[config.mk]
export PLATFORM = sky130hd
export DESIGN_NAME = eth_traffic_csr_mp
export DESIGN_NICKNAME = d
export VERILOG_FILES = /design/src/rtl/eth_traffic_csr_mp.sv
export SDC_FILE = /design/constraint.sdc
export NUM_CORES = 1
export LEC_CHECK = 0
export ABC_CLOCK_PERIOD_IN_PS = 2100
export CAP_MARGIN = 5
export CORE_ASPECT_RATIO = 1.25
export CORE_MARGIN = 1.5
export CORE_UTILIZATION = 40
export CTS_BUF_LIST = sky130_fd_sc_hd__clkbuf_2
export CTS_CLUSTER_SIZE = 20
export DETAILED_ROUTE_END_ITERATION = 10
export DONT_BUFFER_PORTS = 1
export HOLD_SLACK_MARGIN = 0.1
export PLACE_DENSITY = 0.58
export SLEW_MARGIN = 20
export SYNTH_ARGS = -nofsm -noshare
export SYNTH_HDL_FRONTEND = slang
export SYNTH_SLANG_ARGS = --single-unit
[constraint.sdc]
create_clock -name clk -period 2.1 [get_ports clk]
set_input_delay 0.315 -clock clk [delete_from_list [all_inputs] [get_ports clk]]
set_output_delay 0.315 -clock clk [all_outputs]
set_load 0.03 [all_outputs]
[src/rtl/eth_traffic_csr_mp.sv]
// Ethernet traffic CSR block: AFU DFH/ID registers, scratch, link status and an
// indirect request engine that forwards host commands to per-port traffic controllers.
module eth_traffic_csr_mp #(
  parameter int unsigned NUM_PORTS   = 8,
  parameter int unsigned PORT_W      = (NUM_PORTS > 1) ? $clog2(NUM_PORTS) : 1,
  parameter logic [63:0] AFU_ID_L    = 64'h0,
  parameter logic [63:0] AFU_ID_H    = 64'h0,
  parameter logic [23:0] NEXT_DFH    = 24'h0,
  parameter int unsigned ACK_TIMEOUT = 1024
) (
  input  logic                 clk,
  input  logic                 rst_n,
  input  logic                 csr_wr,
  input  logic                 csr_rd,
  input  logic [15:0]          csr_addr,
  input  logic [63:0]          csr_wdata,
  output logic [63:0]          csr_rdata,
  output logic                 csr_rvalid,
  output logic                 tc_rd,
  output logic                 tc_wr,
  output logic [15:0]          tc_addr,
  output logic [31:0]          tc_wdata,
  output logic [PORT_W-1:0]    tc_port,
  input  logic                 tc_ack,
  input  logic [31:0]          tc_rdata,
  output logic                 init_start,
  input  logic                 init_done,
  output logic                 swap_en,
  input  logic [NUM_PORTS-1:0] link_up
);

  localparam int unsigned CNT_W = (ACK_TIMEOUT > 1) ? $clog2(ACK_TIMEOUT + 1) : 1;

  localparam logic [15:0] ADDR_DFH     = 16'h0000;
  localparam logic [15:0] ADDR_ID_L    = 16'h0008;
  localparam logic [15:0] ADDR_ID_H    = 16'h0010;
  localparam logic [15:0] ADDR_INIT    = 16'h0028;
  localparam logic [15:0] ADDR_CMD     = 16'h0030;
  localparam logic [15:0] ADDR_DATA    = 16'h0038;
  localparam logic [15:0] ADDR_PORT    = 16'h0040;
  localparam logic [15:0] ADDR_SCRATCH = 16'h0048;
  localparam logic [15:0] ADDR_SWAP    = 16'h0050;
  localparam logic [15:0] ADDR_LINK    = 16'h0058;

  localparam logic [63:0] DFH_VAL = {4'h1, 8'h0, 4'h0, 7'h0, 1'b1, NEXT_DFH, 4'h1, 12'h0};

  typedef enum logic [1:0] {
    ST_IDLE = 2'd0,
    ST_REQ  = 2'd1,
    ST_DONE = 2'd2
  } state_e;

  state_e                state_q, state_d;
  logic [CNT_W-1:0]      cnt_q, cnt_d;
  logic                  tc_rd_q, tc_rd_d;
  logic                  tc_wr_q, tc_wr_d;
  logic [15:0]           tc_addr_q, tc_addr_d;
  logic [31:0]           tc_wdata_q, tc_wdata_d;
  logic [PORT_W-1:0]     tc_port_q, tc_port_d;
  logic [31:0]           rd_data_q, rd_data_d;
  logic [31:0]           wr_data_q, wr_data_d;
  logic [PORT_W-1:0]     port_q, port_d;
  logic [63:0]           scratch_q, scratch_d;
  logic                  swap_q, swap_d;
  logic                  init_start_q, init_start_d;
  logic                  ack_trans_q, ack_trans_d;
  logic                  timeout_err_q, timeout_err_d;
  logic [NUM_PORTS-1:0]  link_q, link_d;
  logic [NUM_PORTS-1:0]  sticky_q, sticky_d;
  logic [63:0]           csr_rdata_q, csr_rdata_d;
  logic                  csr_rvalid_q, csr_rvalid_d;

  logic                  busy;
  logic [63:0]           rd_mux;
  logic                  wr_cmd, wr_data, wr_port, wr_init, wr_scratch, wr_swap, wr_link;
  logic [NUM_PORTS-1:0]  link_clr;

  assign busy = (state_q != ST_IDLE);

  // Host write strobes per register
  always_comb begin
    wr_cmd     = csr_wr && (csr_addr == ADDR_CMD);
    wr_data    = csr_wr && (csr_addr == ADDR_DATA);
    wr_port    = csr_wr && (csr_addr == ADDR_PORT);
    wr_init    = csr_wr && (csr_addr == ADDR_INIT);
    wr_scratch = csr_wr && (csr_addr == ADDR_SCRATCH);
    wr_swap    = csr_wr && (csr_addr == ADDR_SWAP);
    wr_link    = csr_wr && (csr_addr == ADDR_LINK);
    link_clr   = wr_link ? csr_wdata[32 +: NUM_PORTS] : '0;
  end

  // Read mux built from current (pre-write) register state
  always_comb begin
    rd_mux = '0;
    case (csr_addr)
      ADDR_DFH:     rd_mux = DFH_VAL;
      ADDR_ID_L:    rd_mux = AFU_ID_L;
      ADDR_ID_H:    rd_mux = AFU_ID_H;
      ADDR_INIT:    rd_mux = {62'h0, init_done, 1'b0};
      ADDR_CMD:     rd_mux = {16'h0, tc_addr_q, 27'h0, timeout_err_q, busy, ack_trans_q, 2'b00};
      ADDR_DATA:    rd_mux = {wr_data_q, rd_data_q};
      ADDR_PORT:    rd_mux = 64'(port_q);
      ADDR_SCRATCH: rd_mux = scratch_q;
      ADDR_SWAP:    rd_mux = {63'h0, swap_q};
      ADDR_LINK:    rd_mux = {32'(sticky_q), 32'(link_q)};
      default:      rd_mux = '0;
    endcase
  end

  // Next-state for CSRs and the indirect request engine
  always_comb begin
    state_d       = state_q;
    cnt_d         = cnt_q;
    tc_rd_d       = tc_rd_q;
    tc_wr_d       = tc_wr_q;
    tc_addr_d     = tc_addr_q;
    tc_wdata_d    = tc_wdata_q;
    tc_port_d     = tc_port_q;
    rd_data_d     = rd_data_q;
    wr_data_d     = wr_data_q;
    port_d        = port_q;
    scratch_d     = scratch_q;
    swap_d        = swap_q;
    ack_trans_d   = ack_trans_q;
    timeout_err_d = timeout_err_q;
    init_start_d  = wr_init && csr_wdata[0];
    csr_rvalid_d  = csr_rd;
    csr_rdata_d   = csr_rd ? rd_mux : csr_rdata_q;
    link_d        = link_up;
    // Set beats clear: a fall on the same edge as a W1C keeps the flag
    sticky_d      = (sticky_q & ~link_clr) | (link_q & ~link_up);

    if (wr_scratch) scratch_d = csr_wdata;
    if (wr_swap)    swap_d    = csr_wdata[0];
    if (wr_data)    wr_data_d = csr_wdata[63:32];
    if (wr_port && (csr_wdata < 64'(NUM_PORTS))) port_d = csr_wdata[PORT_W-1:0];

    case (state_q)
      ST_IDLE: begin
        if (wr_cmd) begin
          case (csr_wdata[1:0])
            2'b01, 2'b10: begin
              tc_rd_d       = csr_wdata[0];
              tc_wr_d       = csr_wdata[1];
              tc_addr_d     = csr_wdata[47:32];
              tc_port_d     = port_q;
              tc_wdata_d    = wr_data_q;
              ack_trans_d   = 1'b0;
              timeout_err_d = 1'b0;
              cnt_d         = '0;
              state_d       = ST_REQ;
            end
            2'b11: begin
              ack_trans_d   = 1'b1;
              timeout_err_d = 1'b1;
            end
            default: begin
              ack_trans_d   = 1'b0;
              timeout_err_d = 1'b0;
            end
          endcase
        end
      end
      ST_REQ: begin
        // An ack on the final counted cycle still wins over the timeout
        if (tc_ack) begin
          if (tc_rd_q) rd_data_d = tc_rdata;
          tc_rd_d = 1'b0;
          tc_wr_d = 1'b0;
          state_d = ST_DONE;
        end else if (cnt_q == CNT_W'(ACK_TIMEOUT - 1)) begin
          if (tc_rd_q) rd_data_d = 32'hFFFF_FFFF;
          tc_rd_d       = 1'b0;
          tc_wr_d       = 1'b0;
          timeout_err_d = 1'b1;
          ack_trans_d   = 1'b1;
          state_d       = ST_IDLE;
        end else begin
          cnt_d = cnt_q + CNT_W'(1);
        end
      end
      ST_DONE: begin
        ack_trans_d = 1'b1;
        state_d     = ST_IDLE;
      end
      default: begin
        tc_rd_d = 1'b0;
        tc_wr_d = 1'b0;
        state_d = ST_IDLE;
      end
    endcase
  end

  always_ff @(posedge clk or negedge rst_n) begin
    if (!rst_n) begin
      state_q       <= ST_IDLE;
      cnt_q         <= '0;
      tc_rd_q       <= 1'b0;
      tc_wr_q       <= 1'b0;
      tc_addr_q     <= '0;
      tc_wdata_q    <= '0;
      tc_port_q     <= '0;
      rd_data_q     <= '0;
      wr_data_q     <= '0;
      port_q        <= '0;
      scratch_q     <= '0;
      swap_q        <= 1'b0;
      init_start_q  <= 1'b0;
      ack_trans_q   <= 1'b0;
      timeout_err_q <= 1'b0;
      link_q        <= '0;
      sticky_q      <= '0;
      csr_rdata_q   <= '0;
      csr_rvalid_q  <= 1'b0;
    end else begin
      state_q       <= state_d;
      cnt_q         <= cnt_d;
      tc_rd_q       <= tc_rd_d;
      tc_wr_q       <= tc_wr_d;
      tc_addr_q     <= tc_addr_d;
      tc_wdata_q    <= tc_wdata_d;
      tc_port_q     <= tc_port_d;
      rd_data_q     <= rd_data_d;
      wr_data_q     <= wr_data_d;
      port_q        <= port_d;
      scratch_q     <= scratch_d;
      swap_q        <= swap_d;
      init_start_q  <= init_start_d;
      ack_trans_q   <= ack_trans_d;
      timeout_err_q <= timeout_err_d;
      link_q        <= link_d;
      sticky_q      <= sticky_d;
      csr_rdata_q   <= csr_rdata_d;
      csr_rvalid_q  <= csr_rvalid_d;
    end
  end

  assign csr_rdata  = csr_rdata_q;
  assign csr_rvalid = csr_rvalid_q;
  assign tc_rd      = tc_rd_q;
  assign tc_wr      = tc_wr_q;
  assign tc_addr    = tc_addr_q;
  assign tc_wdata   = tc_wdata_q;
  assign tc_port    = tc_port_q;
  assign init_start = init_start_q;
  assign swap_en    = swap_q;

endmodule

After elaboration in Yosys (flattened, before gate mapping)
Index checks and enable logic that the tools add are counted.
{ "classes": {"n_reduce_logical": 23, "magnitude_cmp": 1, "bitwise_logic": 6, "n_eq_ne": 19, "n_addsub": 1, "n_mux": 30} }
{ "op_table": {"columns": ["cell", "count"], "rows": [
  ["one-hot mux 64 bit (8 select lines)", 1],
  ["2-to-1 mux 32 bit", 4],
  ["== test 16 x 7 -> 1 bit, second input constant", 4],
  ["< comparator 64 x 4 -> 1 bit, second input constant", 1],
  ["== test 16 x 6 -> 1 bit, second input constant", 3],
  ["2-to-1 mux 11 bit", 4],
  ["one-hot mux 11 bit (2 select lines)", 1],
  ["AND 8 bit", 2],
  ["logical NOT 16 bit", 1],
  ["NOT 8 bit", 2],
  ["AND reduction 4 bit", 3],
  ["adder 11 x 1 -> 11 bit, second input constant", 1],
  ["== test 11 x 10 -> 1 bit, second input constant", 1],
  ["2-to-1 mux 1 bit", 10],
  ["logical AND 1 bit", 9],
  ["one-hot mux 1 bit (3 select lines)", 3],
  ["AND reduction 3 bit", 3],
  ["2-to-1 mux 2 bit", 4],
  ["2-to-1 mux 8 bit", 1],
  ["!= test 2 bit, second input constant", 4],
  ["bitwise OR 8 bit", 1],
  ["== test 2 bit, second input constant", 3],
  ["nonzero test 2 bit", 3],
  ["AND reduction 5 bit", 1],
  ["other kinds (9)", 10]
]} }
{ "totals": {"regBits": 282, "elab_cells": 99} }

Logic depth before layout (Yosys ltp)
{ "logic_depth": {"word_depth": 6, "ltp_mapped": 9} }

Least setup slack after synthesis
No wires, ideal clock.
{ "synth_path": {"path_type": "register -> register", "start": "register cnt_q[0]", "end": "register rd_data_q[0]", "required_ns": 2.018, "synth_period_minus_slack_ns": 2.100, "setup_time_ns": 0.082, "path_slack_ns": 0.000, "t_arrival_ns": 2.018, "stages_incl_launch_ff": 8, "cell_sequence": "dfrtp_1 ha_1 and3_1 clkbuf_1 a31oi_1 nor2_1 clkbuf_1 a31oi_1"} }
{ "synth_between": {"elab_chain_len": 3} }
{ "synth_rtl": {"columns": ["item", "line", "rtl"], "rows": [
  ["from (decl)", "54", "logic [CNT_W-1:0] cnt_q, cnt_d;"],
  ["from (signal assigned)", "217", "cnt_q <= cnt_d;"],
  ["== test 11 x 10 -> 1 bit", "171", "end else if (cnt_q == CNT_W'(ACK_TIMEOUT - 1)) begin"],
  ["nonzero test 2 bit (no source line)", null, null],
  ["AND reduction 3 bit (no source line)", null, null],
  ["to (signal assigned)", "223", "rd_data_q <= rd_data_d;"],
  ["to (decl)", "60", "logic [31:0] rd_data_q, rd_data_d;"]
]} }
Every way passes these cells.
A chain may end at the register's enable or synchronous reset.

Final worst setup path
{ "layout_path": {"start": "input port csr_wdata[45]", "end": "register port_q[0]"} }
{ "layout_between": {"elab_chain_len": 2} }
{ "layout_rtl": {"columns": ["item", "line", "rtl"], "rows": [
  ["from (decl)", "16", "input logic [63:0] csr_wdata,"],
  ["< comparator 64 x 4 -> 1 bit", "136", "if (wr_port && (csr_wdata < 64'(NUM_PORTS))) port_d = csr_wdata[PORT_W-1:0];"],
  ["logical AND 1 bit", "136", null],
  ["to (signal assigned)", "225", "port_q <= port_d;"],
  ["to (decl)", "62", "logic [PORT_W-1:0] port_q, port_d;"]
]} }
Every way passes these cells.

==> results.py <==
metrics = {
    "outcome": {
        "status": "finished, violations left",
        "failed_checks": "negative hold slack",
    },
    "grt": {
        "grt_remaining_overflow": 0,
        "grt_antenna_before_repair": 2,
        "first_global_vias": 10000,
        "grt_usage_pct": 23.7,
        "grt_pass1_wl_um": 56400,
        "grt_max_degree": 283,
    },
    "synth": {
        "yosysTopAreaCell": "dfrtp_1",
        "synth.distinct_cells": 52,
        "synthMuxAreaShare_pct": 14.5,
        "synthArstFlopShare_pct": 100,
        "syn-cell-area_um2": 12000,
        "ys_warn_count": 0,
        "synthMostInstantiatedCell": "dfrtp_1",
        "netlist_top_cells_area": "dfrtp_1 (59%), mux2_2 (12%), inv_1 (3.4%)",
        "synth-compound-area-share_pct": 13.5,
        "yosys-top-cells-count": "dfrtp_1 (282), mux2_2 (131), inv_1 (110)",
        "yosysSeqAreaShare_pct": 58.7,
        "synth_nets": 1132,
        "synthXorXnorAreaFrac_pct": 0,
        "synthAdderAreaFrac_pct": 0.521,
        "synth_edf_count": 0,
        "synth_ff_type": "dfrtp_1",
        "synthSimpleGateAreaFrac_pct": 6.83,
        "synthCells": 1001,
        "synth_top_family_by_area": "multiplexers",
        "yosys_register_bits": 282,
        "syn-mean-instance-area_um2": 12.0,
        "yosysTopAreaCellShare_pct": 58.7,
    },
    "die": {
        "fp.coreArea_um2": 29400,
        "pin_count": 246,
        "initial_core_util_pct": 40.8,
        "dieArea_um2": 31100,
        "die_w_um": 158,
        "die_h_um": 197,
        "placementRows": 70,
    },
    "route": {
        "drt_first_pass_iters": 7,
        "post_drt_wl_per_cell_um": 21.1,
        "post-route-drc-count": 0,
        "num_vias": 9232,
        "drt_wl_total_um": 35800,
        "drtIter0Drc": 559,
        "viasPerCell": 5.44,
        "ant_nets": 0,
    },
    "setup_path": {
        "crit_path_start_kind": "input pin",
        "crit_type": "in -> reg",
        "worstPathArrival_ps": 2760,
        "critPathRequiredTime_ps": 2810,
        "critPathCaptureType": "flop",
        "crit_path_max_fanout": 4,
    },
    "pwr": {
        "seqPwrFrac_pct": 56.2,
        "p_switching_uw": 2550,
        "peakVddDrop_v": 0.000382,
        "power_density_nw_per_um2": 639,
        "swShare_pct": 25.8,
        "internal-power_uw": 7310,
        "p_leak_uw": 0.00720,
        "combinationalPowerShare_pct": 5.4,
        "clkPwrFrac_pct": 38.4,
    },
    "clock_tree": {
        "htree_levels": 3,
        "numCtsBuffers": 73,
        "clockBufferDepth": 3,
        "clkSlewWorstSetupHoldPaths_ps": 100,
        "cts.sinks": 282,
        "cts-root-buf": "clkbuf_2",
        "cts_setup_buffers": 0,
        "insertion_delay_ps": 850,
        "cts_tree": "done",
    },
    "timing": {
        "final.min_clock_period_ps": 2050,
        "timing.final.crit_share_pct": 97.5,
        "fin_skew_ps": 66.6,
        "rsz0062_at_grt": "no",
        "drv_slew": 0,
        "holdWs_ps": -812,
        "worstMarginPinSlew_ps": 571,
        "slew_headroom_pct": 61.9,
        "setup_viol": 0,
        "max_freq_ghz": 0.488,
        "hold_viol": 282,
    },
    "flow_run": {
        "maxCapViolCount": 0,
    },
    "final_layout": {
        "final_util_pct": 52.4,
        "multi_input_area_um2": 4300,
        "fin_area_um2": 15400,
        "drive_gt1_share_pct": 23.7,
        "regArea_um2": 7060,
        "syn_to_final_growth_pct": 28.3,
        "nNetsFinal": 1379,
        "fill_cells": 2599,
    },
    "place": {
        "finalWeightedCongestion": 0.800,
        "placed_cell_area_um2": 12900,
        "place_hpwl_um": 22500,
        "portBuffers": 0,
    },
    "worst_hold_path": {
        "hold_path_class": "in -> async",
    },
}
==> power by group through the flow <==
stage / Clock (uW) / Combinational, uW / Sequential (uW)
5_1_grt: 4230 / 574 / 5540
4_1_cts: 3930 / 518 / 5530
3_5_place_dp: 0 / 150 / 5640
6_report: 3790 / 532 / 5530
3_3_place_gp: 0 / 147 / 5640
2_1_floorplan: 0 / 148 / 5620
==> critical path, cell delays in order <==
cell	delay (ps)
dlygate4sd3_1	600
nor4_1	370
nand4_1	160
dlygate4sd3_1	620
nor2_1	120
nand3_1	230
mux2_2	340
==> metal layers <==
metal / wire [um] / part of all wire, % / track usage [%] / up-vias
li1: - / - / - / 4188
met1: 13800 / 39 / 27.4 / 4628
met2: 18200 / 51 / 40.5 / 343
met3: 2760 / 7.7 / 7.23 / 73
met4: 1040 / 2.9 / 9.83 / 0
met5: 0 / 0 / 0 / -
==> cells by family after synthesis <==
kind of cell             Yosys count
AND/OR/NAND/NOR                  152
AO/OA/AOI/OAI                    231
flip-flops                       282
multiplexers                     155
adder cells (fa/ha/maj)            5
buffers and inverters            176
==> through the flow <==
stage          std cells  TNS [ps]  power [uW]  worst slack [ps]  hold WS [ps]
6_report            1696         0        9850              51.9          -812
5_1_grt             1696         0       10300              15.8          -940
4_1_cts             1694         0        9980              17.4          -960
3_5_place_dp        1385    -14890        5790              -177          33.0
3_3_place_gp        1385    -10650        5790              -125          31.7
2_1_floorplan       1001         0        5770              9.60          19.4
==> cell usage in the layout (no fill, tap or decap), types with 3 or more instances in the layout <==
master         instances
dfrtp_1              282
dlygate4sd3_1        182
mux2_2               131
inv_1                110
clkbuf_2              98
o22ai_1               66
nor2_1                53
a22oi_1               42
buf_4                 37
a31oi_1               33
a22o_1                26
nand3_1               23
mux2_1                22
o21ai_0               19
nor4_1                18
buf_12                18
nand2_1               17
clkinv_1              17
a222oi_1              10
nor3_1                 6
nand4_1                6
a21oi_1                6
a211oi_1               5
a221oi_1               5
ha_1                   5
clkinv_2               5
nor2b_1                4
o31ai_1                4
and3_1                 3
nor4b_4                3
o21a_1                 3
==> final cells by class <==
cell class	count	area share (%)
Antenna cell	2	0.0325
Clock inverter	27	1.06
Inverter	110	2.68
Clock buffer	98	3.18
Multi-Input combinational cell	543	27.9
Tap cell	396	3.21
Sequential cell	282	45.8
Timing Repair Buffer	238	16.1
==> worst paths after layout <==
kind,from,end,slack (ps),cells past startpoint
worst max-delay path,csr_wdata[45],port_q[0]$_DFFE_PN0P_,50,7
worst min-delay path,rst_n,tc_wdata[5]$_DFFE_PN0P_,-810,0
worst max register to register,cnt_q[0]$_DFFE_PN0P_,rd_data_q[18]$_DFFE_PN0P_,200,7
worst min register to register,cnt_q[10]$_DFFE_PN0P_,cnt_q[10]$_DFFE_PN0P_,490,1
max in group asynchronous,rst_n,rd_data_q[14]$_DFFE_PN0P_,2410,0
min in group clk,csr_addr[8],csr_rdata[1]$_DFFE_PN0P_,140,6
==> registers in the layout, summed over array words and instances, names as in the netlist, 2 cells and up <==
register / count
csr_rdata: 64
scratch_q: 64
rd_data_q: 32
tc_wdata: 32
wr_data_q: 32
tc_addr: 16
cnt_q: 11
link_q: 8
sticky_q: 8
port_q: 3
tc_port: 3
state_q: 2
==> what timing repair did <==
action / 4_1_cts / 5_1_grt
hold buffers: 184 / 1
resized for setup: 0 / 2
hold endpoints to repair: 529 / 283
setup endpoints to repair: 0 / 49
No activity file was read; power rests on OpenSTA's default activity.
